$ cat config.mk
export PLATFORM = sky130hd
export DESIGN_NAME = dmem_responder
export DESIGN_NICKNAME = d
export VERILOG_FILES = /design/src/rtl/dmem_responder.sv
export SDC_FILE = /design/constraint.sdc
export NUM_CORES = 2
export LEC_CHECK = 0
export CORE_MARGIN = 2
export CORE_UTILIZATION = 51
export DETAILED_ROUTE_END_ITERATION = 16
export DONT_BUFFER_PORTS = 1
export PLACE_DENSITY = 0.71
export SYNTH_ARGS = -nofsm -noshare
export SYNTH_HDL_FRONTEND = slang
export SYNTH_SLANG_ARGS = --single-unit
export TNS_END_PERCENT = 50
$ cat constraint.sdc
create_clock -name clk -period 4.6 [get_ports clk]
set_input_delay 0.92 -clock clk [delete_from_list [all_inputs] [get_ports clk]]
set_output_delay 0.92 -clock clk [all_outputs]
set_load 0.05 [all_outputs]
$ cat src/rtl/dmem_responder.sv
// Data-memory responder for a single-cycle MIPS core: word RAM plus an MMIO
// block holding a cycle counter, a GPIO output register and a byte TX FIFO.
module dmem_responder #(
  parameter int MEM_WORDS  = 64,
  parameter int FIFO_DEPTH = 4
) (
  input  logic        clk,
  input  logic        reset,
  input  logic        memwrite,
  input  logic [31:0] addr,
  input  logic [31:0] writedata,
  output logic [31:0] readdata,
  output logic [7:0]  gpio_out,
  output logic [7:0]  tx_data,
  output logic        tx_valid,
  input  logic        tx_ready
);

  localparam int AW = $clog2(MEM_WORDS);
  localparam int FW = $clog2(FIFO_DEPTH);

  localparam logic [13:0] OFF_CYCLE  = 14'd0;
  localparam logic [13:0] OFF_GPIO   = 14'd1;
  localparam logic [13:0] OFF_TXDATA = 14'd2;
  localparam logic [13:0] OFF_STATUS = 14'd3;
  localparam logic [7:0]  DEPTH8     = 8'(FIFO_DEPTH);

  logic [31:0]   r_mem [MEM_WORDS];
  logic [7:0]    r_fifo [FIFO_DEPTH];
  logic [31:0]   r_cycle;
  logic [7:0]    r_gpio;
  logic [FW-1:0] r_rd_ptr;
  logic [FW-1:0] r_wr_ptr;
  logic [7:0]    r_count;
  logic          r_ovf;

  logic          w_mmio;
  logic [13:0]   w_word_off;
  logic [AW-1:0] w_ram_idx;
  logic          w_ram_wr;
  logic          w_gpio_wr;
  logic          w_tx_wr;
  logic          w_stat_wr;
  logic          w_empty;
  logic          w_full;
  logic          w_pop;
  logic          w_push;
  logic          w_ovf_set;
  logic [31:0]   w_status;
  logic          w_unused;

  // Byte lane bits are don't-care for this word-only port.
  assign w_unused   = &{1'b0, addr[1:0]};

  assign w_mmio     = (addr[31:16] == 16'hFFFF);
  assign w_word_off = addr[15:2];
  assign w_ram_idx  = addr[AW+1:2];

  assign w_ram_wr   = memwrite & ~w_mmio;
  assign w_gpio_wr  = memwrite & w_mmio & (w_word_off == OFF_GPIO);
  assign w_tx_wr    = memwrite & w_mmio & (w_word_off == OFF_TXDATA);
  assign w_stat_wr  = memwrite & w_mmio & (w_word_off == OFF_STATUS);

  assign w_empty    = (r_count == 8'd0);
  assign w_full     = (r_count == DEPTH8);
  assign w_pop      = ~w_empty & tx_ready;
  // A pop in the same cycle frees the slot a push into a full FIFO needs.
  assign w_push     = w_tx_wr & (~w_full | w_pop);
  assign w_ovf_set  = w_tx_wr & w_full & ~w_pop;

  assign w_status   = {16'h0000, r_count, 5'b00000, r_ovf, w_full, w_empty};

  assign gpio_out   = r_gpio;
  assign tx_valid   = ~w_empty;
  assign tx_data    = r_fifo[r_rd_ptr];

  // Word RAM storage; contents survive reset, stores are blocked during it.
  always_ff @(posedge clk) begin
    if (reset && w_ram_wr) begin
      r_mem[w_ram_idx] <= writedata;
    end
  end

  // TX FIFO byte storage.
  always_ff @(posedge clk) begin
    if (reset && w_push) begin
      r_fifo[r_wr_ptr] <= writedata[7:0];
    end
  end

  // Counter, GPIO, FIFO pointers/count and sticky overflow flag.
  always_ff @(posedge clk) begin
    if (!reset) begin
      r_cycle  <= 32'd0;
      r_gpio   <= 8'd0;
      r_rd_ptr <= '0;
      r_wr_ptr <= '0;
      r_count  <= 8'd0;
      r_ovf    <= 1'b0;
    end else begin
      r_cycle <= r_cycle + 32'd1;
      if (w_gpio_wr) begin
        r_gpio <= writedata[7:0];
      end
      if (w_pop) begin
        r_rd_ptr <= r_rd_ptr + FW'(1'b1);
      end
      if (w_push) begin
        r_wr_ptr <= r_wr_ptr + FW'(1'b1);
      end
      case ({w_push, w_pop})
        2'b10:   r_count <= r_count + 8'd1;
        2'b01:   r_count <= r_count - 8'd1;
        default: r_count <= r_count;
      endcase
      if (w_ovf_set) begin
        r_ovf <= 1'b1;
      end else if (w_stat_wr && writedata[2]) begin
        r_ovf <= 1'b0;
      end
    end
  end

  // Combinational load path demanded by the single-cycle core.
  always_comb begin
    readdata = 32'h0000_0000;
    if (w_mmio) begin
      case (w_word_off)
        OFF_CYCLE:  readdata = r_cycle;
        OFF_GPIO:   readdata = {24'h00_0000, r_gpio};
        OFF_TXDATA: readdata = 32'h0000_0000;
        OFF_STATUS: readdata = w_status;
        default:    readdata = 32'h0000_0000;
      endcase
    end else begin
      readdata = r_mem[w_ram_idx];
    end
  end

endmodule

==> impl_metrics.tcl <==
set metrics [dict create \
    multi_input_area_sq_um 18700 \
    fmax_mhz 144 \
    path_cells "mux4_2, nor2b_1, a211oi_1, buf_4, a2111oi_1, a211o_1, buf_12" \
    synth_area_leader_cell "edfxtp_1" \
    stdcell_area_sq_um 92800 \
    grt_pass1_wl_um 286000 \
    tightest_slew_ns 3.83 \
    clock_latency_ns 0.83 \
    synthSimpleGateAreaFrac_pct 2.47 \
    wirelength_um 198000 \
    fill_cells 11400 \
    initial_core_util_pct 51.5 \
    final_nets 4223 \
    cts_tree "yes" \
    pre_cts_slack_ns 0.200 \
    pwr-share-seq_pct 55.1 \
    critPathRequiredTime_ns 3.68 \
    seq_area_sq_um 63600 \
    synth.area.mux_share_pct 15.2 \
    arrival_ns 6.04 \
    async_flop_share_pct 0 \
    synth_cell_types 62 \
    path_clk_slew_ns 0.06 \
    num_vias 40700 \
    htree_num_levels 4 \
    skew_ns 0.0133 \
    io-pin-count 117 \
    hp-class "input port to flip-flop" \
    cts_resized 0 \
    leakagePower_nw 29.3 \
    synth_seq_cells 2135 \
    area_delta_synth_final_pct 11.9 \
    synth-adder-area-share_pct 0.190 \
    start_kind "input port" \
    synth-compound-area-share_pct 3.48 \
    rsz0062_at_grt "true" \
    die_height_um 407 \
    final_cell_mix "2080 x edfxtp_1, 425 x mux4_2, 292 x mux2i_1, 199 x clkbuf_16, 176 x a22oi_1" \
    post_cts_buffers 0 \
    max_stage_delay_ns 1.74 \
    place_congestion 0.851 \
    total_power_w 0.0391 \
    first_pass_iters 6 \
    syn-num-nets 4053 \
    power.internal_w 0.0309 \
    slew_viol_final 743 \
    drt_iter0_drc 5348 \
    design.die.area_sq_um 166000 \
    drv_cap 0 \
    tns_ns -235.95 \
    cts-root-buf "clkbuf_16" \
    grtUsageTotal_pct 23.8 \
    final_common_cell "edfxtp_1" \
    avgSynthCellArea_sq_um 20.9 \
    grt_max_degree 490 \
    combinationalPowerShare_pct 5.8 \
    relSlewSlack_pct -156 \
    clock-sinks 2135 \
    powerDensity_nw_per_um2 421 \
    synthXorXnorAreaFrac_pct 0.317 \
    ys.flop_type "edfxtp_1" \
    min-delay-start "writedata[16]" \
    r2r-start "r_count[3]$_SDFFE_PN0P_" \
    viasPerCell 6.30 \
    grt_pass1_vias 40800 \
    crit_type "input port to primary output" \
    ys_warn_count 0 \
    synth_area_sq_um 82900 \
    period_minus_slack_ns 6.96 \
    synth_top_family_by_area "multiplexers" \
    setup_ws_ns -2.36 \
    synth_edf_count 2080 \
    ant_nets 0 \
    ys_top_cells_by_area "edfxtp_1 75%, mux4_2 12%, mux2i_1 3.5%" \
    cts_made_buffers 194 \
    numPortBuffers 0 \
    insertedDiodeCount 0 \
    synthCells 3973 \
    dp_hpwl_um 108000 \
    max-vdd-ir-drop_mv 0.428 \
    rows 147 \
    yosys.area.top_type_share_pct 75.3 \
    grt_overflow_total 0 \
    antenna_found_initial 3 \
    power_switching_w 0.00816 \
    finalSetupViolCount 970 \
    crit_fanout 489 \
    fp.coreArea_sq_um 161000 \
    cts-hold-fix-buffers 0 \
    p_sw_share_pct 20.9 \
    hold_violations 0 \
    drive_gt1_share_pct 23.1 \
    startpoint "addr[3]" \
    routedWlPerCell_um 30.7 \
    violations "slew limit, setup timing" \
    clockBufferDepth 3 \
    status "finished, violations left" \
    placed_area_sq_um 86700 \
    ys_seq_area_share_pct 76.7 \
    fin_crit_sh_pct 151 \
    die_width_um 407 \
    crit_slowest_cell "mux4_2" \
    drc 0 \
    pwr-share-clk_pct 39.1 \
    crit_path_end_kind "primary output" \
]
state kept, by name, indices dropped and copies added (netlist names), named ones only:
signal and count:
gpio_out 8, r_count 8, r_cycle 32, r_fifo 32, r_mem 2048, r_ovf 1
r_rd_ptr 2, r_wr_ptr 2
final cells by class:
cell class              instances  share of cell area [%]
well taps                    2160                    2.91
flip-flops and latches       2135                    68.5
multi-input cells            1602                    20.1
clock inverters                98                   0.774
inverters                      12                  0.0486
repair buffers                198                    2.00
clock buffers                 246                    5.61
worst max-delay path, delay by kind of cell:
family	cells	cell delay, ns
buffers and inverters	2	0.41
AND/OR/NAND/NOR	1	0.17
multiplexers	1	1.74
AO/OA/AOI/OAI	3	1.09
synthesized netlist by cell type (16+ instances only):
| master | n |
|---|---|
| edfxtp_1 | 2080 |
| mux2i_1 | 292 |
| nand3_1 | 55 |
| dfxtp_1 | 55 |
| o21ai_0 | 46 |
| nor2b_1 | 32 |
| mux4_2 | 425 |
| nor2_1 | 115 |
| xnor2_1 | 19 |
| a221oi_1 | 16 |
| nand4_1 | 16 |
| clkbuf_1 | 83 |
| a211oi_1 | 24 |
| buf_2 | 53 |
| buf_4 | 52 |
| a22oi_1 | 179 |
| and2_1 | 51 |
| a31oi_1 | 16 |
| nand2_1 | 87 |
| a41oi_1 | 17 |
| a21oi_1 | 88 |
power groups by stage:
stage	Sequential (W)	Combinational (W)	Clock [W]
after floorplan	0.0219	0.00178	0
after global placement	0.0219	0.00213	0
after detailed placement	0.0220	0.00215	0
after CTS	0.0215	0.00217	0.0154
after global routing	0.0215	0.00230	0.0162
final	0.0215	0.00227	0.0153
per-stage QoR:
| stage | std cells | hold slack [ns] | util (%) |
|---|---|---|---|
| 3_5_place_dp | 6108 | 0.460 | 53.9 |
| 5_1_grt | 6451 | 0.158 | 57.6 |
| 3_3_place_gp | 6108 | 0.454 | 53.9 |
| 6_report | 6451 | 0.190 | 57.6 |
| 4_1_cts | 6452 | 0.144 | 57.6 |
| 2_1_floorplan | 3973 | 0.437 | - |
metal layers:
| layer | wire length, um | share of wire (%) | global-route usage, % |
|---|---|---|---|
| met3 | 19100 | 9.6 | 4.51 |
| met4 | 6200 | 3.1 | 7.49 |
| met2 | 96500 | 49 | 38.4 |
| met1 | 76500 | 39 | 33.1 |
| met5 | 0 | 0 | 0 |
final timing paths:
kind	endpoint	slack (ns)	cells after the start
hold / removal	r_mem[44][16]$_DFFE_PP_	0.19	0
setup reg to reg	r_count[6]$_SDFFE_PN0P_	1.10	10
setup / recovery	readdata[8]	-2.36	7
hold reg to reg	r_cycle[0]$_SDFF_PN0_	0.48	1
cell families after synthesis:
group,Yosys count
compound gates,424
buf+inv,236
simple gates,412
xor+xnor,30
flops,2135
fa+ha+maj,12
mux,724
Note: power is estimated with default switching activity, not from simulation.
